**config.mk**
```make
export PLATFORM = sky130hd
export DESIGN_NAME = lint_apb_bridge
export DESIGN_NICKNAME = d
export VERILOG_FILES = /design/src/rtl/lint_apb_bridge.sv
export SDC_FILE = /design/constraint.sdc
export NUM_CORES = 1
export LEC_CHECK = 0
export CAP_MARGIN = 20
export CORE_MARGIN = 1.5
export CORE_UTILIZATION = 39
export DETAILED_ROUTE_END_ITERATION = 10
export GPL_ROUTABILITY_DRIVEN = 0
export PLACE_DENSITY = 0.84
export SLEW_MARGIN = 0
export SYNTH_ARGS = -nofsm -noshare
export SYNTH_HDL_FRONTEND = slang
export SYNTH_SLANG_ARGS = --single-unit
```
**constraint.sdc**
```tcl
create_clock -name clk_i -period 2 [get_ports clk_i]
set_input_delay 0.6 -clock clk_i [delete_from_list [all_inputs] [get_ports clk_i]]
set_output_delay 0.6 -clock clk_i [all_outputs]
set_load 0.005 [all_outputs]
```
**src/rtl/lint_apb_bridge.sv**
```systemverilog
// lint_apb_bridge
//   Converts LINT/TCDM master requests from the JTAG debug path into single
//   APB4 transfers. Only one transaction is in flight at a time:
//   grant (IDLE) -> SETUP -> ACCESS (until pready) -> one-cycle response (RESP).
//
// Optional feature (macro LINT_APB_TIMEOUT_EN):
//   When defined, an ACCESS phase that sees no pready_i for TIMEOUT_CYCLES
//   cycles is abandoned and answered with an error response and zero data.
//   When undefined, ACCESS waits for pready_i indefinitely.
//
// Ports:
//   clk_i, rst_ni            clock, synchronous active-low reset
//   lint_req_i/lint_gnt_o    LINT request / grant (grant only in IDLE)
//   lint_add_i, lint_wen_i,  request address, 1=read/0=write,
//   lint_wdata_i, lint_be_i  write data, byte enables
//   lint_r_valid_o           one-cycle response pulse
//   lint_r_rdata_o           captured read data (holds between responses)
//   lint_r_opc_o             response error (slave error or timeout)
//   paddr_o .. pprot_o       APB4 master request outputs
//   prdata_i, pready_i,      APB4 completion inputs
//   pslverr_i
module lint_apb_bridge #(
    parameter int ADDR_WIDTH     = 32,
    parameter int DATA_WIDTH     = 32,
    parameter int APB_ADDR_WIDTH = 32,
    parameter int TIMEOUT_CYCLES = 255
) (
    input  logic                      clk_i,
    input  logic                      rst_ni,
    input  logic                      lint_req_i,
    input  logic [ADDR_WIDTH-1:0]     lint_add_i,
    input  logic                      lint_wen_i,
    input  logic [DATA_WIDTH-1:0]     lint_wdata_i,
    input  logic [DATA_WIDTH/8-1:0]   lint_be_i,
    output logic                      lint_gnt_o,
    output logic                      lint_r_valid_o,
    output logic [DATA_WIDTH-1:0]     lint_r_rdata_o,
    output logic                      lint_r_opc_o,
    output logic [APB_ADDR_WIDTH-1:0] paddr_o,
    output logic                      pwrite_o,
    output logic                      psel_o,
    output logic                      penable_o,
    output logic [DATA_WIDTH-1:0]     pwdata_o,
    output logic [DATA_WIDTH/8-1:0]   pstrb_o,
    output logic [2:0]                pprot_o,
    input  logic [DATA_WIDTH-1:0]     prdata_i,
    input  logic                      pready_i,
    input  logic                      pslverr_i
);

    typedef enum logic [1:0] {
        IDLE   = 2'd0,
        SETUP  = 2'd1,
        ACCESS = 2'd2,
        RESP   = 2'd3
    } state_t;

    state_t                    state;
    logic [ADDR_WIDTH-1:0]     add_q;
    logic                      pwrite_q;
    logic [DATA_WIDTH-1:0]     wdata_q;
    logic [DATA_WIDTH/8-1:0]   strb_q;
    logic [DATA_WIDTH-1:0]     rdata_q;
    logic                      err_q;
    logic                      psel_q;
    logic                      penable_q;
    logic                      rvalid_q;
    logic                      timeout;

    // Byte-offset bits (and any bits above the APB range) are dropped on the
    // APB side; this keeps them visibly consumed.
    logic unused_addr;
    assign unused_addr = ^add_q;

`ifdef LINT_APB_TIMEOUT_EN
    localparam int CNT_W = ($clog2(TIMEOUT_CYCLES + 1) > 8) ? $clog2(TIMEOUT_CYCLES + 1) : 8;
    localparam logic [CNT_W-1:0] CNT_LAST = CNT_W'(TIMEOUT_CYCLES - 1);

    logic [CNT_W-1:0] cnt;

    // cnt holds the number of stalled ACCESS cycles already seen, so the
    // cycle with cnt == TIMEOUT_CYCLES-1 and no pready is the one in which
    // the count reaches TIMEOUT_CYCLES; the transfer is abandoned on its edge.
    // A pready in that same cycle takes the normal completion path instead.
    assign timeout = (state == ACCESS) && !pready_i && (cnt == CNT_LAST);

    always_ff @(posedge clk_i) begin
        if (!rst_ni) begin
            cnt <= '0;
        end else if (state == SETUP) begin
            cnt <= '0;
        end else if (state == ACCESS && !pready_i) begin
            cnt <= cnt + 1'b1;
        end
    end
`else
    logic [31:0] unused_timeout;
    assign unused_timeout = 32'(TIMEOUT_CYCLES);
    assign timeout        = 1'b0;
`endif

    always_ff @(posedge clk_i) begin
        if (!rst_ni) begin
            state     <= IDLE;
            add_q     <= '0;
            pwrite_q  <= 1'b0;
            wdata_q   <= '0;
            strb_q    <= '0;
            rdata_q   <= '0;
            err_q     <= 1'b0;
            psel_q    <= 1'b0;
            penable_q <= 1'b0;
            rvalid_q  <= 1'b0;
        end else begin
            case (state)
                IDLE: begin
                    if (lint_req_i) begin
                        add_q    <= lint_add_i;
                        pwrite_q <= ~lint_wen_i;
                        wdata_q  <= lint_wdata_i;
                        // Reads never carry strobes on APB4.
                        strb_q   <= lint_wen_i ? '0 : lint_be_i;
                        psel_q   <= 1'b1;
                        state    <= SETUP;
                    end
                end
                SETUP: begin
                    penable_q <= 1'b1;
                    state     <= ACCESS;
                end
                ACCESS: begin
                    if (pready_i) begin
                        rdata_q   <= prdata_i;
                        err_q     <= pslverr_i;
                        psel_q    <= 1'b0;
                        penable_q <= 1'b0;
                        rvalid_q  <= 1'b1;
                        state     <= RESP;
                    end else if (timeout) begin
                        rdata_q   <= '0;
                        err_q     <= 1'b1;
                        psel_q    <= 1'b0;
                        penable_q <= 1'b0;
                        rvalid_q  <= 1'b1;
                        state     <= RESP;
                    end
                end
                RESP: begin
                    rvalid_q <= 1'b0;
                    err_q    <= 1'b0;
                    state    <= IDLE;
                end
                default: begin
                    state <= IDLE;
                end
            endcase
        end
    end

    // Grant is combinational so a waiting request is accepted in the same
    // cycle the bridge becomes idle.
    assign lint_gnt_o     = (state == IDLE) && lint_req_i && rst_ni;
    assign lint_r_valid_o = rvalid_q;
    assign lint_r_rdata_o = rdata_q;
    assign lint_r_opc_o   = err_q;

    assign paddr_o   = {add_q[APB_ADDR_WIDTH-1:2], 2'b00};
    assign pwrite_o  = pwrite_q;
    assign psel_o    = psel_q;
    assign penable_o = penable_q;
    assign pwdata_o  = wdata_q;
    assign pstrb_o   = strb_q;
    assign pprot_o   = 3'b000;

endmodule

```
==> flow_metrics.env, run 1 <==
export IMPL_wl_per_cell_um=13.3
export IMPL_dieArea_um2=10600
export IMPL_ys_seq_elements=105
export IMPL_dp_hpwl_mm=7.77
export IMPL_worstPathCellList="clkdlybuf4s50_1"
export IMPL_min_period_ns=1.88
export IMPL_drt_wl_total_mm=10.8
export IMPL_cap_violations=0
export IMPL_hold_ws_ns=0.458
export IMPL_critical_path_class="reg2out"
export IMPL_drv_slew=0
export IMPL_synth_top_family_by_area="simple AND/OR/NAND/NOR gates"
export IMPL_die_width_um=103
export IMPL_vias=3834
export IMPL_crit_family="buffers and inverters"
export IMPL_antenna_found_initial=0
export IMPL_clk_insertion_delay_late_ns=0.37
export IMPL_nets=788
export IMPL_period_share_pct=94.0
export IMPL_synth_edf_count=0
export IMPL_clock_sinks=105
export IMPL_drc=0
export IMPL_p_leak_nw=2.27
export IMPL_rsz0062_at_grt="no"
export IMPL_crit_arrival_ns=1.28
export IMPL_path_clk_slew_ns=0.09
export IMPL_portBuffers=207
export IMPL_via_per_inst=4.71
export IMPL_yosys_area_share_simple_pct=21.7
export IMPL_syn_area_per_cell_um2=8.16
export IMPL_final_cell_mix="clkdlybuf4s50_1, nand2_1, dfxtp_1"
export IMPL_relSlewSlack_pct=56.0
export IMPL_syn_to_final_growth_pct=61.8
export IMPL_crit_path_max_fanout=2
export IMPL_power_mw=6.60
export IMPL_ios=215
export IMPL_cts_made_buffers=9
export IMPL_antenna_diode_count=0
export IMPL_crit_path_end_kind="primary output"
export IMPL_synthAdderAreaFrac_pct=1.92
export IMPL_start_kind="flip-flop"
export IMPL_ys_seq_area_share_pct=53.8
export IMPL_pwr_density_cell_nw_per_um2=1040
export IMPL_synth_xor_area_share_pct=0
export IMPL_cts_root_buffer="clkbuf_8"
export IMPL_drtAntennaViolNets=0
export IMPL_dp_slack_ns=-0.494
export IMPL_htreeDepth=3
export IMPL_dr_pass1_iters=4
export IMPL_yosysUniqueCellTypes=28
export IMPL_postSynthCellCount=479
export IMPL_cts_tree="built"
export IMPL_max_freq_mhz=532
export IMPL_core_um2=9730
export IMPL_mostFrequentLayoutCell="clkdlybuf4s50_1"
export IMPL_grt_pass1_vias=3582
export IMPL_grtUsageTotal_pct=20.0
export IMPL_setup_slack_ns=0.121
export IMPL_synth_area_um2=3910
export IMPL_slowest_stage="clkdlybuf4s50_1"
export IMPL_die_y_um=103
export IMPL_place_area_um2=6060
export IMPL_synthArstFlopShare_pct=0
export IMPL_worstPathRequired_ns=1.40
export IMPL_status="finished, final reports clean"
export IMPL_max_stage_delay_ns=0.56
export IMPL_drtIter0Drc=141
export IMPL_hold_buffers=0
export IMPL_grt_ovfl_total=0
export IMPL_grt_max_degree=106
export IMPL_synth_compound_area_share_pct=15.4
export IMPL_synth_ff_type="dfxtp_1"
export IMPL_skew_ns=0.0141
export IMPL_drive_gt1_share_pct=7.05
export IMPL_num_fill_cells=795
export IMPL_setup_violations=0
export IMPL_synth_warnings=0
export IMPL_path_buf_inv=1
export IMPL_final_hold_violation_count=0
export IMPL_start_util_pct=40.1
export IMPL_finalSetupTns_ns=0
export IMPL_hold_path_class="reg2reg"
export IMPL_rows=36
export IMPL_synthMuxAreaShare_pct=0.673
export IMPL_vdd_drop_max_uv=936
export IMPL_tightest_slew_ns=0.661
export IMPL_grt_pass1_wl_mm=16.6
export IMPL_cts_buffer_depth=2
export IMPL_fin_area_um2=6320
[through the flow]
stage	std cells	utilization, %
6_report	814	65.0
5_1_grt	814	65.0
4_1_cts	813	64.6
3_5_place_dp	797	62.3
3_3_place_gp	797	62.3
2_1_floorplan	483	-
[layout make-up]
cell class / instances / area (um^2) / area share (%)
repair buffers: 220 / 2230 / 35.3
flip-flops and latches: 105 / 2100 / 33.3
multi-input cells: 336 / 1580 / 25.0
well taps: 133 / 166 / 2.63
clock buffers: 10 / 128 / 2.02
clock inverters: 6 / 97.6 / 1.54
inverters: 4 / 16.3 / 0.257
[timing repair]
action / 4_1_cts / 5_1_grt
buffers inserted: 0 / 0
gates resized for setup: 9 / 1
setup endpoints to repair: 1 / 1
[where the power goes]
| group | internal, mW | leakage [nW] | total [mW] | switching (mW) |
|---|---|---|---|---|
| Combinational | 1.32 | 1.30 | 2.49 | 1.17 |
| Clock | 0.726 | 0.113 | 1.46 | 0.736 |
| Sequential | 2.47 | 0.857 | 2.65 | 0.184 |
| Total | 4.51 | 2.27 | 6.60 | 2.09 |
[registers in the layout (all words and copies together) (netlist names)]
register / flops
lint_r_rdata_o: 32
lint_r_opc_o: 1
psel_o: 1
state: 2
pwrite_o: 1
penable_o: 1
pstrb_o: 4
add_q: 30
lint_r_valid_o: 1
pwdata_o: 32
[worst paths after layout]
kind / from / end / slack [ns] / cells after the start
max: psel_o / psel_o / 0.12 / 1
min: add_q[15] / add_q[15] / 0.46 / 2
max reg2reg: state[0] / pwdata_o[29] / 0.31 / 6
min reg2reg: add_q[15] / add_q[15] / 0.46 / 2
[cell usage after synthesis (2+ instances only)]
cell type	instances	area (um^2)
a211oi_1	2	15.0
a21oi_1	90	450
a21oi_2	13	114
and2_1	2	12.5
buf_1	4	15.0
buf_2	11	55.1
buf_4	7	52.6
buf_6	7	78.8
clkbuf_1	9	33.8
dfxtp_1	105	2100
ha_1	6	75.1
inv_1	3	11.3
nand2_1	194	728
nand3_1	2	10.0
nand3b_1	4	30.0
nor2_1	4	15.0
nor2b_1	3	18.8
o21ai_0	3	15.0
[metal layers]
| metal | global-route usage (%) | vias to the layer above | wire length [um] |
|---|---|---|---|
| met5 | 0 | - | 0 |
| met4 | 6.13 | 0 | 120 |
| met3 | 7.80 | 10 | 1130 |
| met2 | 34.9 | 145 | 5430 |
| met1 | 22.4 | 1757 | 4170 |
| li1 | - | 1922 | - |
[cell families (layout without fill, tap and decap cells)]
family	count (synthesis)	after routing
other cells	1	5
mux	2	2
flops	105	105
compound gates	109	109
buf+inv	42	240
simple gates	214	214
fa+ha+maj	6	6
Note: power is estimated with default switching activity, not from simulation.
==> inputs of run 2 (changes only) <==
SLEW_MARGIN = unset   (was 0)
==> results of run 2 <==
The final DEF is identical to that of run 1; final timing and power are the same.
